[src/rtl/debug_probe_pkg.sv]
// Scan-code constants and key-decode helpers shared by the debug probe monitor.
package debug_probe_pkg;

  localparam logic [8:0] KEY_NEXT = 9'h031;
  localparam logic [8:0] KEY_PREV = 9'h03A;
  localparam logic [8:0] KEY_HOLD = 9'h033;
  localparam logic [8:0] KEY_IRQ  = 9'h043;
  localparam logic [3:0] NO_CHAN  = 4'd15;

  typedef enum logic [2:0] {
    ACT_NONE = 3'd0,
    ACT_CHAN = 3'd1,
    ACT_NEXT = 3'd2,
    ACT_PREV = 3'd3,
    ACT_HOLD = 3'd4,
    ACT_IRQ  = 3'd5
  } key_act_e;

  // Channel keys P,A,B,C,R,D,S,F map to channels 0..7.
  function automatic logic [3:0] ch_key_index(input logic [8:0] code);
    logic [3:0] idx;
    case (code)
      9'h04D:  idx = 4'd0;
      9'h01C:  idx = 4'd1;
      9'h032:  idx = 4'd2;
      9'h021:  idx = 4'd3;
      9'h02D:  idx = 4'd4;
      9'h023:  idx = 4'd5;
      9'h01B:  idx = 4'd6;
      9'h02B:  idx = 4'd7;
      default: idx = NO_CHAN;
    endcase
    return idx;
  endfunction

endpackage

[src/rtl/debug_probe_mux_if.sv]
// Probe, keyboard, IRQ and digit-bus signals of the debug probe monitor.
interface debug_probe_mux_if #(
  parameter int CH_COUNT = 8,
  parameter int DATA_W   = 16
);
  localparam int SEL_W  = $clog2(CH_COUNT);
  localparam int DIGITS = DATA_W / 4;

  logic [CH_COUNT*DATA_W-1:0] probeBus;
  logic [8:0]                 keyCode;
  logic                       keyValid;
  logic                       irqEnable;
  logic                       irqAck;
  logic                       irq;
  logic [SEL_W-1:0]           sel;
  logic                       frozen;
  logic [DATA_W-1:0]          value;
  logic [DIGITS-1:0]          digSel;
  logic [3:0]                 digNibble;
  logic                       digBlank;

  modport master (
    output probeBus, keyCode, keyValid, irqEnable, irqAck,
    input  irq, sel, frozen, value, digSel, digNibble, digBlank
  );

  modport slave (
    input  probeBus, keyCode, keyValid, irqEnable, irqAck,
    output irq, sel, frozen, value, digSel, digNibble, digBlank
  );
endinterface

[src/rtl/debug_probe_mux_scanner.sv]
// Digit scanner: a prescaler paces the digit index, the strobe is the one-hot of that index.
module digit_scanner #(
  parameter int SCAN_DIV = 16,
  parameter int DIGITS   = 4,
  parameter int IDX_W    = (DIGITS > 1) ? $clog2(DIGITS) : 1
) (
  input  logic              clk,
  input  logic              rst,
  output logic [IDX_W-1:0]  idx,
  output logic [DIGITS-1:0] dig_sel
);
  localparam int PRE_W = $clog2(SCAN_DIV);

  logic [PRE_W-1:0] pre_r;
  logic [IDX_W-1:0] idx_r;

  // Prescaler and digit index; index advances on the terminal count.
  always_ff @(posedge clk or negedge rst) begin
    if (!rst) begin
      pre_r <= '0;
      idx_r <= '0;
    end else if (pre_r == PRE_W'(SCAN_DIV - 1)) begin
      pre_r <= '0;
      idx_r <= (idx_r == IDX_W'(DIGITS - 1)) ? IDX_W'(0) : idx_r + IDX_W'(1);
    end else begin
      pre_r <= pre_r + PRE_W'(1);
    end
  end

  assign idx     = idx_r;
  assign dig_sel = DIGITS'(1) << idx_r;
endmodule

[src/rtl/debug_probe_mux.sv]
// Keyboard-driven probe selector with hold/snapshot, IRQ latch and 7-segment digit scanner.
// Optional leading-zero blanking is enabled by defining DEBUG_PROBE_BLANK_EN.
module debug_probe_mux
  import debug_probe_pkg::*;
#(
  parameter int CH_COUNT = 8,
  parameter int DATA_W   = 16,
  parameter int SCAN_DIV = 16
) (
  input logic              clk,
  input logic              rst,
  debug_probe_mux_if.slave bus
);
  localparam int SEL_W  = $clog2(CH_COUNT);
  localparam int DIGITS = DATA_W / 4;
  localparam int IDX_W  = (DIGITS > 1) ? $clog2(DIGITS) : 1;

  logic [DATA_W-1:0] probe_s [CH_COUNT];
  logic              key_q_r;
  logic              stroke_s;
  logic [3:0]        ch_idx_s;
  key_act_e          act_s;
  logic [SEL_W-1:0]  sel_r;
  logic [SEL_W-1:0]  sel_nxt_s;
  logic              frozen_r;
  logic [DATA_W-1:0] snap_r;
  logic [DATA_W-1:0] value_r;
  logic              pend_r;
  logic [IDX_W-1:0]  idx_s;
  logic [DIGITS-1:0] dig_sel_s;
  logic              blank_s;

  for (genvar k = 0; k < CH_COUNT; k++) begin : g_probe
    assign probe_s[k] = bus.probeBus[k*DATA_W +: DATA_W];
  end

  // Keystroke detection and key decode; channel keys beyond CH_COUNT are ignored.
  always_comb begin
    stroke_s = bus.keyValid & ~key_q_r;
    ch_idx_s = ch_key_index(bus.keyCode);
    act_s    = ACT_NONE;
    if (stroke_s) begin
      case (bus.keyCode)
        KEY_NEXT: act_s = ACT_NEXT;
        KEY_PREV: act_s = ACT_PREV;
        KEY_HOLD: act_s = ACT_HOLD;
        KEY_IRQ:  act_s = ACT_IRQ;
        default:  act_s = ((ch_idx_s != NO_CHAN) && ({28'd0, ch_idx_s} < CH_COUNT))
                          ? ACT_CHAN : ACT_NONE;
      endcase
    end else begin
      act_s = ACT_NONE;
    end
  end

  // Next channel selection with wrap in both directions.
  always_comb begin
    sel_nxt_s = sel_r;
    case (act_s)
      ACT_CHAN: sel_nxt_s = SEL_W'(ch_idx_s);
      ACT_NEXT: sel_nxt_s = (sel_r == SEL_W'(CH_COUNT - 1)) ? SEL_W'(0) : sel_r + SEL_W'(1);
      ACT_PREV: sel_nxt_s = (sel_r == SEL_W'(0)) ? SEL_W'(CH_COUNT - 1) : sel_r - SEL_W'(1);
      default:  sel_nxt_s = sel_r;
    endcase
  end

  // Selection, hold/snapshot, displayed value and IRQ latch; ack beats a same-cycle request.
  always_ff @(posedge clk or negedge rst) begin
    if (!rst) begin
      key_q_r  <= 1'b0;
      sel_r    <= '0;
      frozen_r <= 1'b0;
      snap_r   <= '0;
      value_r  <= '0;
      pend_r   <= 1'b0;
    end else begin
      key_q_r <= bus.keyValid;
      sel_r   <= sel_nxt_s;
      value_r <= frozen_r ? snap_r : probe_s[sel_r];
      if (act_s == ACT_HOLD) begin
        frozen_r <= ~frozen_r;
      end
      if ((act_s == ACT_HOLD) && !frozen_r) begin
        snap_r <= probe_s[sel_r];
      end else if (frozen_r && (sel_nxt_s != sel_r)) begin
        snap_r <= probe_s[sel_nxt_s];
      end
      if (bus.irqAck) begin
        pend_r <= 1'b0;
      end else if (act_s == ACT_IRQ) begin
        pend_r <= 1'b1;
      end
    end
  end

  digit_scanner #(
    .SCAN_DIV (SCAN_DIV),
    .DIGITS   (DIGITS),
    .IDX_W    (IDX_W)
  ) u_scan (
    .clk     (clk),
    .rst     (rst),
    .idx     (idx_s),
    .dig_sel (dig_sel_s)
  );

`ifdef DEBUG_PROBE_BLANK_EN
  assign blank_s = (idx_s != IDX_W'(0)) && ((value_r >> {idx_s, 2'b00}) == '0);
`else
  assign blank_s = 1'b0;
`endif

  assign bus.irq       = pend_r & bus.irqEnable;
  assign bus.sel       = sel_r;
  assign bus.frozen    = frozen_r;
  assign bus.value     = value_r;
  assign bus.digSel    = dig_sel_s;
  assign bus.digNibble = value_r[{idx_s, 2'b00} +: 4];
  assign bus.digBlank  = blank_s;
endmodule

[src/flat_wrapper.sv]
// flat-port wrapper written by rule: the top's interface ports become plain ports
module debug_probe_mux_flat import debug_probe_pkg::*;
#(
  parameter int CH_COUNT = 8,
  parameter int DATA_W   = 16,
  parameter int SCAN_DIV = 16
)
  (clk, rst, bus_probeBus, bus_keyCode, bus_keyValid, bus_irqEnable, bus_irqAck, bus_irq, bus_sel, bus_frozen, bus_value, bus_digSel, bus_digNibble, bus_digBlank);
  debug_probe_mux_if #(.CH_COUNT(CH_COUNT), .DATA_W(DATA_W)) bus_i ();
  input logic clk;
  input logic rst;
  input wire logic [$bits(bus_i.probeBus)-1:0] bus_probeBus;
  input wire logic [$bits(bus_i.keyCode)-1:0] bus_keyCode;
  input wire logic [$bits(bus_i.keyValid)-1:0] bus_keyValid;
  input wire logic [$bits(bus_i.irqEnable)-1:0] bus_irqEnable;
  input wire logic [$bits(bus_i.irqAck)-1:0] bus_irqAck;
  output wire logic [$bits(bus_i.irq)-1:0] bus_irq;
  output wire logic [$bits(bus_i.sel)-1:0] bus_sel;
  output wire logic [$bits(bus_i.frozen)-1:0] bus_frozen;
  output wire logic [$bits(bus_i.value)-1:0] bus_value;
  output wire logic [$bits(bus_i.digSel)-1:0] bus_digSel;
  output wire logic [$bits(bus_i.digNibble)-1:0] bus_digNibble;
  output wire logic [$bits(bus_i.digBlank)-1:0] bus_digBlank;
  assign bus_i.probeBus = bus_probeBus;
  assign bus_i.keyCode = bus_keyCode;
  assign bus_i.keyValid = bus_keyValid;
  assign bus_i.irqEnable = bus_irqEnable;
  assign bus_i.irqAck = bus_irqAck;
  assign bus_irq = bus_i.irq;
  assign bus_sel = bus_i.sel;
  assign bus_frozen = bus_i.frozen;
  assign bus_value = bus_i.value;
  assign bus_digSel = bus_i.digSel;
  assign bus_digNibble = bus_i.digNibble;
  assign bus_digBlank = bus_i.digBlank;
  debug_probe_mux #(.CH_COUNT(CH_COUNT), .DATA_W(DATA_W), .SCAN_DIV(SCAN_DIV)) u_core (.clk(clk), .rst(rst), .bus(bus_i));
endmodule
[config.mk]
export PLATFORM = sky130hd
export DESIGN_NAME = debug_probe_mux_flat
export DESIGN_NICKNAME = d
export VERILOG_FILES = /design/src/rtl/debug_probe_pkg.sv /design/src/rtl/debug_probe_mux_if.sv /design/src/rtl/debug_probe_mux_scanner.sv /design/src/rtl/debug_probe_mux.sv /design/src/flat_wrapper.sv
export SDC_FILE = /design/constraint.sdc
export NUM_CORES = 1
export LEC_CHECK = 0
export BUFFER_PORTS_ARGS = -buffer_cell sky130_fd_sc_hd__buf_2
export CAP_MARGIN = 15
export CORE_MARGIN = 10
export CORE_UTILIZATION = 25
export CTS_BUF_LIST = sky130_fd_sc_hd__clkbuf_16
export CTS_CLUSTER_DIAMETER = 50
export DETAILED_ROUTE_END_ITERATION = 10
export GPL_ROUTABILITY_DRIVEN = 0
export PLACE_DENSITY = 0.51
export SLEW_MARGIN = 20
export SYNTH_ARGS = -nofsm -noshare
export SYNTH_HDL_FRONTEND = slang
export SYNTH_SLANG_ARGS = --single-unit
[constraint.sdc]
create_clock -name clk -period 3.2 [get_ports clk]
set_input_delay 0.64 -clock clk [delete_from_list [all_inputs] [get_ports clk]]
set_output_delay 0.64 -clock clk [all_outputs]
set_load 0.02 [all_outputs]
==> run summary, run 1 <==
Primary FF master, synth -> dfrtp_1
Final Hold Slack -> 0.3487 ns
mux cell area share after synthesis -> 0.2038
library cells used by synthesis -> 65
Initial DRT Pass Iterations -> 5
sequential-to-total area share from yosys stat -> 0.2192
Final Hold Fails -> 0
starting density of the core -> 0.2564
CTS Buf Count -> 5
Starting DRT DRC Count -> 403
Total GRT Usage -> 0.1531
VDD IR-drop max -> 242.1 µV
PortBufs -> 170
final slew viol count -> 0
critical path arrival -> 3.26 ns
crit path launch -> bus_keyCode[0]
post-synthesis simple-gate area fraction -> 0.3044
Synth Cell Area -> 5022 µm²
unrepaired setup endpoints after global routing -> false
#FFs+latches synth -> 44
DR vias -> 5795
Post-synth EDFFs -> 0
Synth top area share -> 0.2192
final setup TNS -> 0 ns
first-pass GRT wire length -> 32770 µm
Avg Inst Size Synth -> 8.087 µm²
Worst setup SP type -> input pin
# nets final -> 955
vias in the first global route -> 5954
CTS tree -> built
# H-tree levels -> 2
worst reg2reg startpoint -> u_core.key_q_r
CTS max path bufs -> 2
Max-Cap Viols -> 0
clock latency on the worst-skew pair -> 0.29 ns
grt total ovfl -> 0
Pwr Density -> 451.7 nW/µm²
compound-gate portion of the synthesized area -> 0.1824
largest net degree at the start of global routing -> 51
Clk pin slew, worst setup/hold paths -> 0.07 ns
cell area after layout -> 6809 µm²
ANT nets after route -> 0
clk root buf -> clkbuf_16
row count -> 51
Die ar. -> 26160 µm²
R2R depth -> 10
Area contributors post-synth -> dfrtp_1 22%, mux4_2 16%, nand3_1 8.6%
final worst setup slack -> 0.1150 ns
Total Power -> 3075 µW
Post-synth top cells -> 86 x nand3_1, 75 x o21ai_0, 65 x nand4_1, 52 x nand2_1, 47 x clkbuf_1
# IOs -> 172
Post-Synthesis Cells -> 621
DRC Markers -> 0
Required @ worst endpoint -> 3.38 ns
DR vias/cell -> 5.401
Yosys top cell by area -> dfrtp_1
final wirelength -> 21060 µm
Sink Count -> 44
final setup vio count -> 0
synth warn -> 0
pre-CTS setup slack -> -0.1777 ns
ys async rst share -> 1.000
Post-Synth XOR/XNOR Area -> 0.005232
Synth Area in Adders -> 0.02242
DP HPWL -> 16280 µm
status -> completed
core outline area -> 19590 µm²
layout cells sized above 1 -> 0.4149
Critical Path Sink Type -> flip-flop
post-route clock period utilization -> 0.9641
critical path class -> in -> reg
Mapped Nets -> 772
initial antenna violation count -> 5
DP Area -> 6580 µm²
Chip Width -> 161.7 µm
Tmin final -> 3.085 ns
area grow syn2layout -> 35.58%
Hold Crit Class -> in -> async
Max Clock Freq -> 324.2 MHz
hold_buf cts -> 0
count leader, synth -> nand3_1
Slew HR -> 0.5748
worst clock skew -> 0.006473 ns
LEAKAGE -> 0.002852 µW
critical path peak fanout -> 15
combinational family with the most area after synthesis -> simple AND/OR/NAND/NOR gates
Slew @ Worst Pin -> 0.6378 ns
Die Y-Extent -> 161.7 µm
WL/cell -> 19.63 µm
-- kinds of logic after synthesis --
kind of cell	Yosys count
AOI/OAI and AO/OA	142
xor gates and xnor gates	3
adders and majority gates	9
buffers and inverters	75
DFF	44
muxes	55
other	1
and+or+nand+nor	292
-- per-stage QoR --
stage / utilization / instances
6_report: 0.3476 / 1073
5_1_grt: 0.3473 / 1071
4_1_cts: 0.3435 / 1062
3_5_place_dp: 0.3359 / 1054
3_3_place_gp: 0.3359 / 1054
2_1_floorplan: - / 621
-- what timing repair did --
item	CTS	global route
hold endpoints to repair	0	0
buffers inserted	0	8
setup endpoints to repair	0	2
resized for setup	0	2
-- power breakdown --
group	switching (µW)	internal, µW
sequential	102	671
combinational	1040	748
clock	225	290
total	1370	1710
-- final timing paths --
path                                               end  slack (ns)
worst max register to register        u_core.snap_r[1]        0.47
min in group clk                u_core.u_scan.pre_r[0]        0.49
worst min-delay path                     u_core.pend_r        0.35
max in group asynchronous            u_core.bus.frozen        2.41
worst min register to register  u_core.u_scan.pre_r[0]        0.49
worst max-delay path                  u_core.snap_r[1]        0.12
-- per-layer routing --
| layer | wire length [µm] | GRT usage | vias to the layer above |
|---|---|---|---|
| li1 | - | - | 2786 |
| met1 | 9529 | 0.2049 | 2737 |
| met2 | 9440 | 0.2414 | 245 |
| met3 | 1820 | 0.04449 | 23 |
| met4 | 252 | 0.02812 | 4 |
| met5 | 21 | 0 | - |
-- layout make-up --
class | instances | area, µm²
Tap cell | 265 | 331.6
Inverter | 9 | 33.78
Fill cell | 2088 | 12780
Antenna cell | 3 | 7.507
Clock buffer | 5 | 125.1
Sequential cell | 44 | 1105
Multi-Input combinational cell | 502 | 3660
Clock inverter | 3 | 23.77
Timing Repair Buffer | 242 | 1523
-- layout by cell type (no fill, tap or decap), types with 6 or more instances in the layout --
cell type / instances
buf_2: 169
nand3_1: 86
o21ai_0: 75
nand4_1: 65
buf_4: 62
nand2_1: 52
dfrtp_1: 41
mux4_2: 36
nor3_1: 35
nor2_1: 22
a31oi_1: 19
mux2_2: 18
buf_12: 10
o21ai_2: 9
ha_1: 9
inv_1: 8
a21oi_1: 6
-- worst max-delay path: stages --
cell and delay [ns]:
buf_2 0.12, or3b_1 0.39, a2111oi_2 0.34, a21oi_1 0.12, and3_4 0.20, or3_1 0.39, a31o_1 0.26, a2111oi_4 0.33
or2b_4 0.29, buf_4 0.15, o21ai_2 0.04
-- flip-flops by register name, indices dropped and copies added, names as in the netlist --
signal,count
u_core.snap_r,16
u_core.pend_r,1
u_core.bus.frozen,1
u_core.bus.value,16
u_core.key_q_r,1
u_core.u_scan.pre_r,4
u_core.bus.sel,3
u_core.u_scan.idx,2
Note: power is estimated with default switching activity, not from simulation.
==> run 2, diff against run 1 <==
- clock period: 3.2 -> 3 ns (I/O delays scaled with it)
==> run 2 against run 1 <==
  * Critical path type unchanged
  * Via count up 1.5%
  * Clock-buffer cell count unchanged
  * Die area unchanged
  * Total power up 9.0%
  * Register-to-register slack worse by 0.16 ns
  * Worst setup slack worse by 0.080 ns
  * Critical path depth down 1
  * Clock skew up 0.0012 ns
==> run summary, run 2 (synthesized netlist as in run 1, its figures left out) <==
grt total ovfl -> 0 (unchanged)
slowest stage delay, CP -> 0.57 ns (+0.18 ns)
Max Clock Freq -> 337.3 MHz
CTS max path bufs -> 2 (unchanged)
worst reg2reg startpoint -> u_core.key_q_r
# H-tree levels -> 2 (unchanged)
Chip Width -> 161.7 µm (unchanged)
buffers and inverters on the worst path -> 2 (unchanged)
crit-path cells -> buf_6, or4b_4, o21bai_4, and3_4, or3_4, a31o_1, a2111oi_4, or2b_4, buf_12, o21ai_2
clock latency on the worst-skew pair -> 0.29 ns (about the same)
CTS Buf Count -> 5 (unchanged)
Die ar. -> 26160 µm² (unchanged)
Sink Count -> 44 (unchanged)
Critical Path Sink Type -> flip-flop
clk root buf -> clkbuf_16
cell family with the largest share of critical-path delay -> simple AND/OR/NAND/NOR gates
Slew HR -> 0.5409 (-0.03398)
Clk pin slew, worst setup/hold paths -> 0.06 ns (about the same)
R2R depth -> 10 (unchanged)
Starting DRT DRC Count -> 472 (+17%)
critical path class -> in -> reg
met1 usage -> 0.2158 (+0.01086)
DP HPWL -> 16110 µm (-1.0%)
DR vias/cell -> 5.457 (+1.0%)
final worst setup slack -> 0.03516 ns (-0.07988 ns)
layout cells sized above 1 -> 0.4377 (+0.02282)
core outline area -> 19590 µm² (unchanged)
Worst setup SP type -> input pin
largest net degree at the start of global routing -> 66 (+29%)
initial antenna violation count -> 4 (-1)
Die Y-Extent -> 161.7 µm (unchanged)
grt met2 use -> 0.2365 (-0.004887)
Final Hold Fails -> 0 (unchanged)
Initial DRT Pass Iterations -> 6 (+1)
met3 Use GR -> 0.04626 (+0.001769)
commonest non-fill, non-tap cells in the layout -> 163 x buf_2, 84 x nand3_1, 71 x o21ai_0
vias in the first global route -> 5926 (-0.47%)
WL/cell -> 20.08 µm (+2.3%)
Max-Cap Viols -> 0 (unchanged)
Inst Count DP -> 1057 (+0.28%)
# nets final -> 961 (+0.63%)
GR peak layer -> met2
area grow syn2layout -> 40.68%
Slew @ Worst Pin -> 0.6887 ns (+0.05096 ns)
Required @ worst endpoint -> 3.17 ns (-0.21 ns)
pre-CTS setup slack -> -0.3448 ns (-0.1671 ns)
DRC Markers -> 0 (unchanged)
Hold Crit Class -> in -> async
post-route clock period utilization -> 0.9883
LEAKAGE -> 0.002929 µW (+2.7%)
ANT nets after route -> 0 (unchanged)
first-pass GRT wire length -> 33160 µm (+1.2%)
final setup vio count -> 0 (unchanged)
slowest cell on the critical path -> or4b_4
final slew viol count -> 0 (unchanged)
CTS tree -> built
Tmin final -> 2.965 ns
VDD IR-drop max -> 223.5 µV (-7.7%)
unrepaired setup endpoints after global routing -> true
# IOs -> 172 (unchanged)
critical path peak fanout -> 6 (-9)
Total GRT Usage -> 0.1558 (+0.002679)
status -> completed
starting density of the core -> 0.2564 (unchanged)
row count -> 51 (unchanged)
PortBufs -> 170 (unchanged)
Non-Filler Instances -> 1078 (+0.47%)
DR vias -> 5883 (+1.5%)
hold_buf cts -> 0 (unchanged)
RR Endpoint -> u_core.snap_r[6]
final wirelength -> 21650 µm (+2.8%)
worst clock skew -> 0.007698 ns (+0.001225 ns)
R2R Setup Slk -> 0.31 ns (-0.16 ns)
Pwr Density -> 474.5 nW/µm² (+5.1%)
critical path arrival -> 3.14 ns (-0.12 ns)
Total Power -> 3353 µW (+9.0%)
most common cell after layout, fill and taps aside -> buf_2
==> run 2: cell types whose count changed in the layout (fill, tap and decap cells not counted), sizes merged <==
cell           before  now
diode               3    2
clkinv              2    3
buf               242  246
clkinvlp            2    0
or2b                1    2
bufinv              0    1
clkdlybuf4s15       0    1
==> run 2: metal layers <==
metal  vias to the layer above  part of all wire  routed length (µm)
met2                       246              0.44                9513
li1                       2798                 -                   -
met5                         -           0.00097                  21
met1                      2810              0.45                9792
met3                        25             0.092                1994
met4                         4             0.015                 326
==> run 2: worst max path at each step <==
| stage | cells after the start | start | slack [ns] | endpoint |
|---|---|---|---|---|
| 6_report | 10 | bus_keyCode[6] | 0.04 | u_core.snap_r[6] |
| 5_1_grt | 12 | bus_keyCode[2] | -0.04 | u_core.snap_r[1] |
| 4_1_cts | 12 | bus_keyCode[4] | 0.02 | u_core.snap_r[0] |
| 3_5_place_dp | 10 | bus_keyCode[0] | -0.34 | u_core.snap_r[8] |
| 3_3_place_gp | 10 | bus_keyCode[0] | -0.31 | u_core.snap_r[11] |
| 2_1_floorplan | 11 | bus_keyCode[6] | -0.29 | u_core.snap_r[7] |
==> run 2: area by class of cell <==
| class | instances | area (µm²) |
|---|---|---|
| fill | 2061 | 12520 |
| multi-input combinational | 503 | 3815 |
| timing repair buffer | 247 | 1613 |
| sequential | 44 | 1105 |
| tap | 265 | 331.6 |
| clock buffer | 5 | 125.1 |
| clock inverter | 3 | 37.54 |
| inverter | 9 | 33.78 |
| antenna | 2 | 5.005 |
==> run 2: worst register-to-register path: stages, from the launching register on <==
cell and delay [ns]:
dfrtp_1 0.38, nor2b_2 0.19, and3_1 0.20, a32oi_1 0.13, o41a_1 0.45, nand4_1 0.18, o221ai_4 0.13, a2111oi_4 0.48
or2b_4 0.26, buf_12 0.14, o21ai_2 0.05
==> run 2: per-stage QoR <==
stage	utilization	setup TNS [ns]	hold slack, ns	instance area, µm²
after detailed placement	0.3364	-5.047	0.4857	6590
after global routing	0.3605	-0.2787	0.3518	7063
after floorplan	-	-3.913	0.3044	5045
final	0.3607	0	0.3017	7066
after CTS	0.3492	0	0.4750	6840
after global placement	0.3364	-4.613	0.4768	6590
==> run 2: timing repair <==
item / in CTS / in global routing
gates resized for setup: 8 / 40
endpoints found under the hold margin: 0 / 0
buffers inserted: 4 / 5
cloned: 1 / 2
pin swaps: 4 / 15
setup endpoints to repair: 16 / 16
==> run 2: where the power goes <==
group | leakage [µW] | internal (µW) | switching, µW
logic | 0.00230 | 800 | 1110
registers | 0.000553 | 716 | 115
clock network | 0.0000789 | 387 | 222
total | 0.00293 | 1900 | 1450
